--- src/rtl/shift_reg_lr_load.sv ---
// Bidirectional shift register with parallel load, a shift-down counter and a drain pulse.
// Define SHIFT_REG_ROTATE_EN to refill the vacated bit with the bit shifted out (rotate).
module shift_reg_lr_load #(
   parameter int unsigned REG_WIDTH = 8,
   parameter int unsigned CNT_WIDTH = 4
) (
   input  logic                 clk,
   input  logic                 reset_n,
   input  logic                 load,
   input  logic                 shift_left_right,
   input  logic                 shift_en,
   input  logic [REG_WIDTH-1:0] data_in,
   input  logic                 serial_in,
   output logic [REG_WIDTH-1:0] data_out,
   output logic                 serial_out,
   output logic [CNT_WIDTH-1:0] shift_count,
   output logic                 busy,
   output logic                 done
);

   localparam logic [CNT_WIDTH-1:0] LP_FULL_COUNT = CNT_WIDTH'(REG_WIDTH);
   localparam logic [CNT_WIDTH-1:0] LP_ONE        = CNT_WIDTH'(1);

   typedef enum logic {ST_IDLE, ST_ACTIVE} state_e;

   logic [REG_WIDTH-1:0] r_data;
   logic                 r_serial;
   logic [CNT_WIDTH-1:0] r_count;
   logic                 r_done;

   state_e               w_state;
   logic                 w_do_shift;
   logic                 w_shift_out;
   logic                 w_fill;
   logic [REG_WIDTH-1:0] w_shifted;

   // The state is fully encoded by the counter: nothing to shift means idle.
   assign w_state     = (r_count != '0) ? ST_ACTIVE : ST_IDLE;
   assign w_do_shift  = !load && shift_en && (w_state == ST_ACTIVE);
   assign w_shift_out = shift_left_right ? r_data[REG_WIDTH-1] : r_data[0];

`ifdef SHIFT_REG_ROTATE_EN
   logic w_unused_serial_in;
   assign w_unused_serial_in = serial_in;
   assign w_fill             = w_shift_out;
`else
   assign w_fill = serial_in;
`endif

   always_comb begin
      w_shifted = r_data;
      if (shift_left_right) begin
         w_shifted = {r_data[REG_WIDTH-2:0], w_fill};
      end else begin
         w_shifted = {w_fill, r_data[REG_WIDTH-1:1]};
      end
   end

   always_ff @(posedge clk or negedge reset_n) begin
      if (!reset_n) begin
         r_data   <= '0;
         r_serial <= 1'b0;
         r_count  <= '0;
         r_done   <= 1'b0;
      end else if (load) begin
         r_data   <= data_in;
         r_serial <= 1'b0;
         r_count  <= LP_FULL_COUNT;
         r_done   <= 1'b0;
      end else if (w_do_shift) begin
         r_data   <= w_shifted;
         r_serial <= w_shift_out;
         r_count  <= r_count - LP_ONE;
         r_done   <= (r_count == LP_ONE);
      end else begin
         // Hold everything; done is a pulse, so it always falls back to 0.
         r_done   <= 1'b0;
      end
   end

   assign data_out    = r_data;
   assign serial_out  = r_serial;
   assign shift_count = r_count;
   assign busy        = (w_state == ST_ACTIVE);
   assign done        = r_done;

endmodule

--- config.mk ---
export PLATFORM = sky130hd
export DESIGN_NAME = shift_reg_lr_load
export DESIGN_NICKNAME = d
export VERILOG_FILES = /design/src/rtl/shift_reg_lr_load.sv
export SDC_FILE = /design/constraint.sdc
export NUM_CORES = 1
export LEC_CHECK = 0
export ABC_CLOCK_PERIOD_IN_PS = 2400
export BUFFER_PORTS_ARGS = -buffer_cell sky130_fd_sc_hd__buf_2
export CAP_MARGIN = 20
export CORE_UTILIZATION = 52
export CTS_BUF_LIST = sky130_fd_sc_hd__clkbuf_4 sky130_fd_sc_hd__clkbuf_8 sky130_fd_sc_hd__clkbuf_16
export CTS_CLUSTER_SIZE = 24
export DETAILED_ROUTE_END_ITERATION = 10
export PLACE_DENSITY = 0.91
export SETUP_SLACK_MARGIN = 0.05
export SLEW_MARGIN = 25
export SYNTH_ARGS = -nofsm -noshare
export SYNTH_HDL_FRONTEND = slang
export SYNTH_SLANG_ARGS = --single-unit
--- constraint.sdc ---
create_clock -name clk -period 2.4 [get_ports clk]
set_input_delay 0.36 -clock clk [delete_from_list [all_inputs] [get_ports clk]]
set_output_delay 0.36 -clock clk [all_outputs]
set_load 0.02 [all_outputs]
==> results.toml <==
[yosys]
ys_seq_elements = 14
ys_seq_area_share_pct = 41.67
synth_area_sq_um = 840.8
avgSynthCellArea_sq_um = 9.777
synthesis.nets = 102
synthFlopType = "dfrtp_1"
ys_warn_count = 0
synthesis.instances = 86
synth_edf_count = 0
synthArstFlopShare_pct = 100.0
synth_cell_type_count = 23

[floorplan]
die_x_um = 42.21
die-area_sq_mm = 0.001782
rows = 14
io-pin-count = 29
die_y_um = 42.21
initial_utilization_pct = 55.81
fp.coreArea_sq_mm = 0.001506

[sta]
fmax_ghz = 0.4889
period_needed_ns = 2.046
finalHoldViolations = 0
holdWs_ns = 0.2745
drv_slew = 0
max-slew-margin-rel_pct = 71.26
setup_slack_ns = 0.3544
clock_skew_ns = 0.009050
setup-tns-final_ns = 0
worstMarginPinSlew_ns = 0.4311
fin_crit_sh_pct = 85.23
setup_viol = 0
rsz0062_at_grt = "no"

[critical_path]
reg2reg_depth = 5
critPathLaunch = "shift_count[0]"
crit_fanout = 23
required_ns = 2.04
r2r-start = "shift_count[0]"
end_kind = "primary output"
worst_ep_arrival_time_ns = 1.69
crit_type = "reg2out"
start_kind = "register"

[power]
clkPwrFrac_pct = 25.8
power.internal_w = 0.0004383
seqPwrFrac_pct = 43.5
ir_drop_mv = 0.2942
sw_frac_of_total_pct = 34.86
netSwitchingPower_w = 0.0002345
powerDensity_mw_per_mm2 = 667.2
p_comb_share_pct = 30.7
p_leak_nw = 0.5254

[final_layout]
fin_util_pct = 66.94
nets = 129
drive_gt1_share_pct = 35.71
antenna_cells = 0
synthToLayoutAreaGrowth_pct = 19.94

[detailed_routing]
ant_nets = 0
post_drt_wl_per_cell_um = 14.44
drc_errors = 0
first_pass_iters = 4
vias = 765
routed_wl_mm = 1.848
via_per_inst = 5.977
drtIter0Drc = 17

[global_routing]
grt_remaining_overflow = 0
grt_pass1_wl_mm = 3.063
grt_max_degree = 24
antenna_found_initial = 0
grtUsageTotal_pct = 23.30
grt_pass1_vias = 650

[cts]
cts-root-buf = "clkbuf_4"
cts.sinks = 14
post_cts_resized = 0
clk_pin_slew_ns = 0.09
numCtsBuffers = 3
cts_buffer_depth = 2
post-cts-setup-buffers = 0
cts_tree = "yes"
cts-htree-levels = 1
clk_latency_ns = 0.29

[placed_design]
io_buffers = 28
gp_congestion = 0.8043
pre_cts_ws_ns = 0.6334
hpwl_mm = 1.278

[worst_hold_path]
hold_path_depth = 3
hp-start = "data_in[7]"
hp-class = "in2reg"

[job]
maxCapViolCount = 0

[status]
outcome = "complete, no violations"
[worst max-delay path, stage by stage, from the launching register on]
cell     delay [ns]
dfrtp_1        0.43
inv_1          0.10
ha_1           0.17
or3b_4         0.50
buf_2          0.20
[flip-flops by register name, indices dropped and copies added, names as in the netlist]
signal and cells:
done 1, data_out 8, shift_count 4, serial_out 1
[final timing paths]
kind / slack [ns] / endpoint
min in group asynchronous: 0.49 / serial_out
hold / removal: 0.27 / data_out[7]
setup / recovery: 0.35 / busy
setup reg to reg: 0.60 / shift_count[0]
max in group asynchronous: 1.66 / shift_count[1]
hold reg to reg: 0.51 / done
[power groups by stage]
stage	sequential [W]	combinational [W]	clock, W
global route	0.000297	0.000226	0.000190
detailed placement	0.000297	0.000204	0
CTS	0.000293	0.000207	0.000176
global placement	0.000295	0.000195	0
floorplan	0.000326	0.000113	0
finish	0.000293	0.000206	0.000174
[placed cells by master (no fill, tap or decap), drive strengths merged, types with 2 or more instances in the layout]
| cell | n |
|---|---|
| a311oi | 2 |
| buf | 28 |
| mux2i | 9 |
| ha | 2 |
| inv | 4 |
| and3 | 8 |
| nand2 | 12 |
| a21oi | 11 |
| o31ai | 8 |
| dfrtp | 14 |
| nor2 | 2 |
| clkbuf | 4 |
[cell usage after synthesis, types with 2 or more instances]
library cell  instances  share of area [%]
inv_1                 4                1.8
o31ai_1               2                1.8
a311oi_1              2                2.1
a21oi_1              11                6.5
o31ai_2               6                8.9
clkbuf_1              3                1.3
nand2_1              12                5.4
and3_1                8                6.0
mux2i_1               9                 11
nor2_1                2               0.89
ha_1                  2                3.0
dfrtp_1              14                 42
[per-stage QoR]
stage	area [sq um]	std cells	power [W]
3_5_place_dp	962.2	123	0.0005007
3_3_place_gp	962.2	123	0.0004900
4_1_cts	1008	128	0.0006749
5_1_grt	1008	128	0.0007124
6_report	1008	128	0.0006728
2_1_floorplan	840.8	86	0.0004385
[what timing repair did]
item	4_1_cts	5_1_grt
hold buffers	1	0
hold endpoints to repair	14	0
endpoints found under the setup margin	0	0
[layer usage]
layer / part of all wire [%] / global-route usage [%] / wire length (um)
met2: 47 / 35.08 / 871
met3: 4.4 / 6.034 / 81
met5: 0 / 0 / 0
met4: 2.1 / 12.50 / 38
met1: 46 / 30.62 / 858
[cell type report]
class	count	area (sq um)
timing repair buffer	29	150.1
tap	16	20.02
multi-input combinational	61	436.7
clock buffer	4	36.28
sequential	14	350.3
inverter	4	15.01
fill	128	498.0
[cell families after synthesis]
logic type / synth area share [%]
and+or+nand+nor: 16.67
buffers and inverters: 6.397
AOI/OAI and AO/OA: 20.24
adders and majority gates: 2.976
muxes: 12.05
DFF: 41.67
(Power assumes the default switching activity.)
